### config.mk
export PLATFORM = sky130hd
export DESIGN_NAME = icache_control_flat
export DESIGN_NICKNAME = d
export VERILOG_FILES = /design/src/rtl/icache_control_pkg.sv /design/src/rtl/icache_control_if.sv /design/src/rtl/icache_control_sat_counter.sv /design/src/rtl/icache_control.sv /design/src/flat_wrapper.sv
export SDC_FILE = /design/constraint.sdc
export NUM_CORES = 1
export LEC_CHECK = 0
export CORE_ASPECT_RATIO = 1.2
export CORE_UTILIZATION = 35
export CTS_CLUSTER_SIZE = 30
export DETAILED_ROUTE_END_ITERATION = 8
export DONT_BUFFER_PORTS = 1
export PLACE_DENSITY = 0.46
export SYNTH_ARGS = -nofsm -noshare
export SYNTH_HDL_FRONTEND = slang
export SYNTH_SLANG_ARGS = --single-unit
### constraint.sdc
create_clock -name clk -period 2.47 [get_ports clk]
set_input_delay 0.741 -clock clk [delete_from_list [all_inputs] [get_ports clk]]
set_output_delay 0.741 -clock clk [all_outputs]
set_load 0.01 [all_outputs]
### src/rtl/icache_control_pkg.sv
// rtl/icache_control_pkg.sv - shared cache control types: FSM states and data-array write source encodings
package cache_pkg;

  typedef enum logic [1:0] {
    IDLE      = 2'b00,
    WRITEBACK = 2'b01,
    ALLOCATE  = 2'b10,
    REFILL    = 2'b11
  } state_e;

  typedef logic [1:0] writing_t;

  localparam writing_t WR_PMEM = 2'b00;  // data array loads the line returned by pmem
  localparam writing_t WR_CPU  = 2'b01;  // data array takes the CPU masked write
  localparam writing_t WR_NONE = 2'b10;  // data array untouched

endpackage

### src/rtl/icache_control_if.sv
// rtl/icache_control_if.sv - CPU, physical-memory and datapath control signals between cache controller and datapath
// Ports (signals):
//   CPU side:   mem_read, mem_write (requests), mem_resp (completion pulse)
//   pmem side:  pmem_read, pmem_write (line requests), pmem_resp (transaction done)
//   datapath:   hit, dirty_out (status); tag_load, valid_load, dirty_load, dirty_in, writing (controls)
// Modports: master = cache controller, slave = datapath/CPU/pmem environment.
interface icache_control_if;
  import cache_pkg::*;

  logic     mem_read;
  logic     mem_write;
  logic     mem_resp;
  logic     hit;
  logic     dirty_out;
  logic     pmem_read;
  logic     pmem_write;
  logic     pmem_resp;
  logic     tag_load;
  logic     valid_load;
  logic     dirty_load;
  logic     dirty_in;
  writing_t writing;

  modport master (
    input  mem_read, mem_write, hit, dirty_out, pmem_resp,
    output mem_resp, pmem_read, pmem_write, tag_load, valid_load, dirty_load, dirty_in, writing
  );

  modport slave (
    output mem_read, mem_write, hit, dirty_out, pmem_resp,
    input  mem_resp, pmem_read, pmem_write, tag_load, valid_load, dirty_load, dirty_in, writing
  );

endinterface

### src/rtl/icache_control_sat_counter.sv
// rtl/icache_control_sat_counter.sv - saturating up-counter used for the cache performance counters
// Ports:
//   clk   in   clock
//   rst   in   asynchronous reset, active-low
//   inc   in   increment request for this cycle
//   count out  current value, sticks at all-ones
module sat_counter #(
  parameter int W = 32
) (
  input  logic         clk,
  input  logic         rst,
  input  logic         inc,
  output logic [W-1:0] count
);

  always_ff @(posedge clk or negedge rst) begin
    if (!rst) begin
      count <= '0;
    end else if (inc && (count != {W{1'b1}})) begin
      count <= count + W'(1);
    end
  end

endmodule

### src/rtl/icache_control.sv
// rtl/icache_control.sv - cache control FSM: 0-cycle hits, dirty writeback then allocate on miss, perf counters
// Ports:
//   clk         in   clock
//   rst         in   asynchronous reset, active-low
//   bus         master modport of icache_control_if (CPU, pmem and datapath controls)
//   hit_count   out  requests completed as first-look hits (saturating)
//   miss_count  out  requests that entered miss handling (saturating)
//   wb_count    out  completed writebacks (saturating)
module icache_control
  import cache_pkg::*;
#(
  parameter int CNT_W = 32
) (
  input  logic              clk,
  input  logic              rst,
  icache_control_if.master  bus,
  output logic [CNT_W-1:0]  hit_count,
  output logic [CNT_W-1:0]  miss_count,
  output logic [CNT_W-1:0]  wb_count
);

  state_e state;
  logic   recheck;   // IDLE cycle directly after REFILL: its hit is not a first-look hit
  logic   req;
  logic   is_write;
  logic   hit_inc;
  logic   miss_inc;
  logic   wb_inc;

  assign req      = bus.mem_read | bus.mem_write;
  assign is_write = bus.mem_write;  // read+write together behaves as a write

  always_ff @(posedge clk or negedge rst) begin
    if (!rst) begin
      state   <= IDLE;
      recheck <= 1'b0;
    end else begin
      recheck <= 1'b0;
      case (state)
        IDLE: begin
          if (req && !bus.hit) begin
            state <= bus.dirty_out ? WRITEBACK : ALLOCATE;
          end
        end
        WRITEBACK: begin
          if (bus.pmem_resp) begin
            state <= ALLOCATE;
          end
        end
        ALLOCATE: begin
          if (bus.pmem_resp) begin
            state <= REFILL;
          end
        end
        REFILL: begin
          state   <= IDLE;
          recheck <= 1'b1;
        end
        default: state <= IDLE;
      endcase
    end
  end

  // Mealy outputs; forced to defaults while reset is asserted so an
  // in-flight pmem request drops immediately.
  always_comb begin
    bus.mem_resp   = 1'b0;
    bus.pmem_read  = 1'b0;
    bus.pmem_write = 1'b0;
    bus.tag_load   = 1'b0;
    bus.valid_load = 1'b0;
    bus.dirty_load = 1'b0;
    bus.dirty_in   = 1'b0;
    bus.writing    = WR_NONE;
    hit_inc        = 1'b0;
    miss_inc       = 1'b0;
    wb_inc         = 1'b0;
    if (rst) begin
      case (state)
        IDLE: begin
          if (req) begin
            if (bus.hit) begin
              bus.mem_resp = 1'b1;
              hit_inc      = !recheck;
              if (is_write) begin
                bus.writing    = WR_CPU;
                bus.dirty_load = 1'b1;
                bus.dirty_in   = 1'b1;
              end
            end else begin
              miss_inc = 1'b1;
            end
          end
        end
        WRITEBACK: begin
          bus.pmem_write = 1'b1;
          if (bus.pmem_resp) begin
            // clearing dirty flips the datapath pmem address mux back to the CPU address
            bus.dirty_load = 1'b1;
            wb_inc         = 1'b1;
          end
        end
        ALLOCATE: begin
          bus.pmem_read = 1'b1;
          if (bus.pmem_resp) begin
            bus.writing    = WR_PMEM;
            bus.tag_load   = 1'b1;
            bus.valid_load = 1'b1;
            bus.dirty_load = 1'b1;
          end
        end
        REFILL: begin
          // bubble so the arrays present the new line before IDLE re-checks
        end
        default: begin
        end
      endcase
    end
  end

  sat_counter #(.W(CNT_W)) u_hit_cnt (
    .clk   (clk),
    .rst   (rst),
    .inc   (hit_inc),
    .count (hit_count)
  );

  sat_counter #(.W(CNT_W)) u_miss_cnt (
    .clk   (clk),
    .rst   (rst),
    .inc   (miss_inc),
    .count (miss_count)
  );

  sat_counter #(.W(CNT_W)) u_wb_cnt (
    .clk   (clk),
    .rst   (rst),
    .inc   (wb_inc),
    .count (wb_count)
  );

endmodule

### src/flat_wrapper.sv
// flat-port wrapper written by rule: the top's interface ports become plain ports
module icache_control_flat import cache_pkg::*;
#(
  parameter int CNT_W = 32
)
  (clk, rst, hit_count, miss_count, wb_count, bus_mem_read, bus_mem_write, bus_hit, bus_dirty_out, bus_pmem_resp, bus_mem_resp, bus_pmem_read, bus_pmem_write, bus_tag_load, bus_valid_load, bus_dirty_load, bus_dirty_in, bus_writing);
  icache_control_if bus_i ();
  input  logic clk;
  input  logic rst;
  output logic [CNT_W-1:0] hit_count;
  output logic [CNT_W-1:0] miss_count;
  output logic [CNT_W-1:0] wb_count;
  input wire logic [$bits(bus_i.mem_read)-1:0] bus_mem_read;
  input wire logic [$bits(bus_i.mem_write)-1:0] bus_mem_write;
  input wire logic [$bits(bus_i.hit)-1:0] bus_hit;
  input wire logic [$bits(bus_i.dirty_out)-1:0] bus_dirty_out;
  input wire logic [$bits(bus_i.pmem_resp)-1:0] bus_pmem_resp;
  output wire logic [$bits(bus_i.mem_resp)-1:0] bus_mem_resp;
  output wire logic [$bits(bus_i.pmem_read)-1:0] bus_pmem_read;
  output wire logic [$bits(bus_i.pmem_write)-1:0] bus_pmem_write;
  output wire logic [$bits(bus_i.tag_load)-1:0] bus_tag_load;
  output wire logic [$bits(bus_i.valid_load)-1:0] bus_valid_load;
  output wire logic [$bits(bus_i.dirty_load)-1:0] bus_dirty_load;
  output wire logic [$bits(bus_i.dirty_in)-1:0] bus_dirty_in;
  output wire logic [$bits(bus_i.writing)-1:0] bus_writing;
  assign bus_i.mem_read = bus_mem_read;
  assign bus_i.mem_write = bus_mem_write;
  assign bus_i.hit = bus_hit;
  assign bus_i.dirty_out = bus_dirty_out;
  assign bus_i.pmem_resp = bus_pmem_resp;
  assign bus_mem_resp = bus_i.mem_resp;
  assign bus_pmem_read = bus_i.pmem_read;
  assign bus_pmem_write = bus_i.pmem_write;
  assign bus_tag_load = bus_i.tag_load;
  assign bus_valid_load = bus_i.valid_load;
  assign bus_dirty_load = bus_i.dirty_load;
  assign bus_dirty_in = bus_i.dirty_in;
  assign bus_writing = bus_i.writing;
  icache_control #(.CNT_W(CNT_W)) u_core (.clk(clk), .rst(rst), .bus(bus_i), .hit_count(hit_count), .miss_count(miss_count), .wb_count(wb_count));
endmodule
==> results of run 1 <==
where the power goes:
group          leakage [nW]  internal, mW  total [mW]  switching [mW]
combinational         0.915         0.244       0.557           0.314
sequential             1.36          1.72        1.92           0.193
clock                 0.126         0.705        1.30           0.595
total                  2.40          2.67        3.77            1.10
logic make-up after synthesis:
group,synth area share (%)
AOI/OAI and AO/OA,3.98
xor gates and xnor gates,15.4
adders and majority gates,2.00
buffers and inverters,1.15
DFF,49.6
muxes,0.876
and+or+nand+nor,27.0
worst paths after layout:
check                                                             start  slack [ns]                                      to  cells past startpoint
max in group asynchronous                                           rst        2.21  u_core.u_miss_cnt.count[1]$_DFFE_PN0P_                      0
worst max-delay path                        u_core.state[1]$_DFFE_PN0P_        0.15                            bus_mem_resp                      5
worst min register to register   u_core.u_hit_cnt.count[23]$_DFFE_PN0P_        0.55  u_core.u_hit_cnt.count[23]$_DFFE_PN0P_                      1
worst min-delay path                                                rst        0.08  u_core.u_hit_cnt.count[13]$_DFFE_PN0P_                      0
worst max register to register  u_core.u_miss_cnt.count[19]$_DFFE_PN0P_        0.26  u_core.u_miss_cnt.count[9]$_DFFE_PN0P_                      5
min in group clk                 u_core.u_hit_cnt.count[23]$_DFFE_PN0P_        0.55  u_core.u_hit_cnt.count[23]$_DFFE_PN0P_                      1
routing by layer:
layer  share of wire (%)  track usage (%)  routed length, um  vias to the layer above
li1                    -                -                  -                     1798
met2                  47             27.9               5800                      115
met5                   0                0                  0                        -
met4                 2.2             8.03                264                        0
met1                  44             21.7               5380                     1857
met3                 6.4             4.26                786                       14
sequential cells by signal, summed over array words and instances, names as in the netlist:
signal,flops
u_core.u_hit_cnt.count,32
u_core.u_miss_cnt.count,32
u_core.u_wb_cnt.count,32
u_core.state,2
u_core.recheck,1
final cells by class:
cell class / count / area, um2
Timing Repair Buffer: 28 / 210
Sequential cell: 99 / 2480
Clock buffer: 13 / 250
Fill cell: 1377 / 8220
Multi-Input combinational cell: 363 / 2470
Inverter: 7 / 26.3
Clock inverter: 2 / 12.5
Tap cell: 171 / 214
stage by stage:
stage	area, um2	hold slack [ns]	power (mW)	instances	TNS (ns)
floorplan	5000	0.445	2.28	474	0
global placement	5390	0.448	2.48	668	0
detailed placement	5390	0.448	2.49	668	0
CTS	5650	0.0661	3.81	683	0
global route	5660	0.0674	3.97	683	-0.00681
finish	5660	0.0802	3.77	683	0
worst reg2reg max path, delay by kind of cell, from the launching register on:
| kind | cells | cell delay (ns) |
|---|---|---|
| simple gates | 3 | 1.05 |
| xor+xnor | 1 | 0.14 |
| compound gates | 1 | 0.48 |
| flops | 1 | 0.47 |
layout by cell type, fill, tap and decap left out, types with 9 or more instances in the layout:
master     netlist  layout
and2_1           9       9
and3_1          23      23
and4_1           9       9
buf_4            1      28
clkbuf_16        0       9
dfrtp_1         99      99
nand2_1         31      31
nand3_1         41      41
nand4_1         55      55
nor2_1          31      31
nor3_1           9       9
xnor2_1         70      70
xor2_1          18      18
what timing repair did:
action,in CTS,in global routing
setup endpoints to repair,0,2
resized for setup,0,2
endpoints found under the hold margin,0,0
==> out/results.ini, run 1 <==
[outcome]
status=finished with violations
violations=DRC

[clock_network]
cts_hold_buf=0
tritoncts=yes
h-tree-depth=3
clock-root-buffer=clkbuf_16
clockBufferDepth=2
post_cts_buffers=0
clkLatencyLatePin_ns=0.35
clkSinkCount=99
cts_buffers=9
clk_pin_slew_ns=0.07

[floorplan]
core_area_um2=13900
die_h_um=133
die_width_um=111
dieArea_um2=14800
rows=47
initial_core_util_pct=36.0
pin_count=112

[sta]
final_hold_viol_count=0
min_period_over_period_pct=94.1
layout_setup_ws_ns=0.145
max_freq_mhz=430
finClkSkew_ns=0.00570
worst_slew_pin_slew_ns=0.666
setup_violations=0
slew_headroom_pct=55.6
drv_slew=0
finalCriticalPeriod_ns=2.32

[global_route]
first_global_vias=3867
antenna_found_initial=0
grt_pass1_wl_mm=20.3
grt.total_usage_pct=17.3
grt.overflow.total=0
grt_max_degree=111

[placement]
dp_slack_ns=0.243
portBuffers=0
globalplace.congestion=0.783
place_hpwl_mm=8.75

[logic_synthesis]
synth_common_cells=dfrtp_1, xnor2_1, nand4_1
syn_nets=489
avgSynthCellArea_um2=10.5
ys_ff_latch=99
synth.cell_area_um2=5000
async_reset_ff_share_pct=100
synth_area_leaders=dfrtp_1, xnor2_1, nand4_1
synth.most_common_cell=dfrtp_1
yosys_most_used_dff=dfrtp_1
synthCells=474
synth_edf_count=0
yosys_warnings=0
synth_cell_types=50
ys_seq_area_share_pct=49.6
synth_top_cell_area_share_pct=49.6
yosysTopAreaCell=dfrtp_1

[setup_path]
crit_family=flip-flops
crit_type=reg2out
cpPeakStageDelay_ns=0.42
cpMostUsedCell=buf_4
cp_num_buf_inv=3
cp_cell_sequence=inv_1 > ha_1 > o2111a_1 > buf_4 > buf_4
critPathCaptureType=output port
path_max_fanout=4
worstPathArrival_ns=1.58
crit_path_top_delay_cell=dfrtp_1
critPathRequiredTime_ns=1.73
crit_path_start_kind=register

[route]
vias=3784
firstDrtPassIters=6
drt-total-wl_mm=12.2
drtIter0Drc=150
drcViolationCount=16
drt-vias-per-instance=5.54
final_antenna_net_count=0
wire_per_inst_um=17.9

[pwr]
peakVddDrop_mv=0.259
leakage_nw=2.40
power_density_nw_per_um2=667

[worst_hold_path]
hp-class=in2async

[layout]
post-route-util_pct=40.8
layout.nets=523
area_growth_pct=13.2
layout-drive-gt1-share_pct=11.1
diodes=0

[job]
drv_cap=0

Note: power is estimated with default switching activity, not from simulation.
==> run 2, diff against run 1 <==
--- a/config.mk
+++ b/config.mk
@@ -11,6 +11,7 @@
 export DETAILED_ROUTE_END_ITERATION = 8
 export DONT_BUFFER_PORTS = 1
 export PLACE_DENSITY = 0.46
+export SLEW_MARGIN = 20
 export SYNTH_ARGS = -nofsm -noshare
 export SYNTH_HDL_FRONTEND = slang
 export SYNTH_SLANG_ARGS = --single-unit
==> results of run 2 <==
Final layout, timing and power as in run 1 (identical DEF).
==> run 3, diff against run 2 <==
--- a/config.mk
+++ b/config.mk
@@ -11,7 +11,6 @@
 export DETAILED_ROUTE_END_ITERATION = 8
 export DONT_BUFFER_PORTS = 1
 export PLACE_DENSITY = 0.46
-export SLEW_MARGIN = 20
 export SYNTH_ARGS = -nofsm -noshare
 export SYNTH_HDL_FRONTEND = slang
 export SYNTH_SLANG_ARGS = --single-unit
==> constraint.sdc (replaced) <==
create_clock -name clk -period 2.8 [get_ports clk]
set_input_delay 0.84 -clock clk [delete_from_list [all_inputs] [get_ports clk]]
set_output_delay 0.84 -clock clk [all_outputs]
set_load 0.01 [all_outputs]
==> run 3 against run 2 <==
The flow still finishes with violations (DRC). Largest power group unchanged. Combinational power decreased by 20%. Cell area shrank 1.9%. Total power shrank 13%. Critical endpoint is now bus_dirty_load.
==> out/results.ini, run 3 (same netlist as run 1, synthesis figures left out) <==
[outcome]
status=finished with violations
violations=DRC

[clock_network]
post_cts_buffers=0  ; unchanged
cts_hold_buf=0  ; unchanged
tritoncts=yes
clkSinkCount=99  ; unchanged
clkLatencyLatePin_ns=0.34  ; about the same
clock-root-buffer=clkbuf_16
clk_pin_slew_ns=0.06  ; about the same
cts_resized=0  ; unchanged
clockBufferDepth=2  ; unchanged
h-tree-depth=3  ; unchanged
cts_buffers=9  ; unchanged

[route]
firstDrtPassIters=9  ; +3
drtIter0Drc=226  ; +51%
final_antenna_net_count=0  ; unchanged
drt-total-wl_mm=11.8  ; -3.3%
drcViolationCount=16  ; unchanged
vias=3663  ; -3.2%
wire_per_inst_um=17.7  ; -1.3%
drt-vias-per-instance=5.48  ; -1.2%

[floorplan]
die_h_um=133  ; unchanged
rows=47  ; unchanged
die_width_um=111  ; unchanged
pin_count=112  ; unchanged
dieArea_um2=14800  ; unchanged
initial_core_util_pct=36.0  ; unchanged
core_area_um2=13900  ; unchanged

[setup_path]
cp_cell_sequence=inv_1 > ha_1 > nand4_1 > a21oi_1
cpPeakStageDelay_ns=0.41  ; about the same
reg2reg_from=u_core.u_miss_cnt.count[0]$_DFFE_PN0P_
critPathRequiredTime_ns=1.96  ; +0.23 ns
reg2reg_depth=7  ; +2
critPathCaptureType=output port
path_max_fanout=4  ; unchanged
rr_endpoint=u_core.u_miss_cnt.count[9]$_DFFE_PN0P_
worstPathArrival_ns=1.65  ; +0.07 ns
crit_type=reg2out
rrSetupSlack_ns=0.57  ; +0.31 ns
crit_path_start_kind=register
crit_path_top_delay_cell=dfrtp_1

[global_route]
grt_max_degree=111  ; unchanged
first_global_vias=3701  ; -4.3%
grt_pass1_wl_mm=19.7  ; -3.2%
use_met1_pct=21.4  ; -0.32 points
met2_usage_pct=26.8  ; -1.0 points
grt_use_met3_pct=4.67  ; +0.41 points
top_usage_layer=met2
grt.overflow.total=0  ; unchanged
grt.total_usage_pct=16.7  ; -0.51 points
antenna_found_initial=0  ; unchanged

[layout]
final_common_cell=dfrtp_1
area_growth_pct=11.1
layout-drive-gt1-share_pct=8.23  ; -2.9 points
layout_common_cells=dfrtp_1, xnor2_1, nand4_1, nand3_1
reg_top3=u_core.u_hit_cnt.count x32, u_core.u_miss_cnt.count x32, u_core.u_wb_cnt.count x32
final_cell_area_um2=5550  ; -1.9%
diodes=0  ; unchanged
layout.nets=508  ; -2.9%

[sta]
finalCriticalPeriod_ns=2.49
fin_tns_setup_ns=0  ; unchanged
max_freq_mhz=402
rsz0062_at_grt=no
min_period_over_period_pct=88.9
final_hold_viol_count=0  ; unchanged
layout_setup_ws_ns=0.310  ; +0.165 ns
drv_slew=0  ; unchanged
finClkSkew_ns=0.00357  ; -0.00213 ns
worst_slew_pin_slew_ns=0.671  ; +0.00512 ns
setup_violations=0  ; unchanged
slew_headroom_pct=54.9  ; -0.75 points

[placement]
dp_slack_ns=0.436  ; +0.194 ns
portBuffers=0  ; unchanged
place_hpwl_mm=8.51  ; -2.7%
placed_cell_area_um2=5280  ; -2.1%
globalplace.congestion=0.786  ; +0.38%

[job]
drv_cap=0  ; unchanged

[pwr]
leakage_nw=2.34  ; -2.7%
peakVddDrop_mv=0.240  ; -7.5%
power_density_nw_per_um2=594  ; -11%
total_power_mw=3.30  ; -13%

[worst_hold_path]
hp-class=in2async

[run 3: cell types whose count changed in the layout (fill, tap and decap cells not counted), sizes merged]
cell      change
buf          -15
clkbuf        +1
clkinv        +1
clkinvlp      -1
[run 3: metrics by stage]
| step | utilization [%] | hold slack, ns | std cells |
|---|---|---|---|
| 3_3_place_gp | 38.0 | 0.547 | 653 |
| 3_5_place_dp | 38.0 | 0.547 | 653 |
| 6_report | 40.0 | 0.187 | 669 |
| 5_1_grt | 40.0 | 0.173 | 669 |
| 4_1_cts | 40.0 | 0.172 | 669 |
| 2_1_floorplan | - | 0.521 | 474 |
[run 3: routing by layer]
layer	share of wire, %	vias to the layer above
met5	0	-
met4	1.4	0
met3	6.8	10
met2	48	105
met1	44	1774
li1	-	1774
[run 3: layout make-up]
type,count,area (um2)
clock buffer,14,264
clock inverter,2,10.0
fill,1401,8330
inverter,7,26.3
multi-input combinational,363,2460
sequential,99,2480
tap,171,214
timing repair buffer,13,97.6
[run 3: worst max-delay path: cells and delay by family, from the launching register on]
| family | cells | cell delay (ns) |
|---|---|---|
| adder cells (fa/ha/maj) | 1 | 0.24 |
| buffers and inverters | 1 | 0.13 |
| flip-flops | 1 | 0.41 |
| AO/OA/AOI/OAI | 1 | 0.36 |
| AND/OR/NAND/NOR | 1 | 0.19 |
[run 3: power breakdown]
part	leakage, nW	total, mW	switching (mW)	internal, mW
logic	0.839	0.443	0.263	0.181
registers	1.36	1.70	0.177	1.52
clock network	0.137	1.16	0.507	0.649
total	2.34	3.30	0.947	2.35
[run 3: worst max path at each step]
stage,start,endpoint,slack [ns],cells after the start
after global routing,u_core.state[0]$_DFFE_PN0P_,bus_writing[1],0.16,5
final,u_core.state[1]$_DFFE_PN0P_,bus_dirty_load,0.31,4
after CTS,u_core.state[0]$_DFFE_PN0P_,bus_writing[1],0.30,5
after global placement,bus_hit,u_core.u_miss_cnt.count[4]$_DFFE_PN0P_,0.45,5
after detailed placement,bus_hit,u_core.u_miss_cnt.count[4]$_DFFE_PN0P_,0.44,5
after floorplan,rst,u_core.u_miss_cnt.count[22]$_DFFE_PN0P_,0.57,6
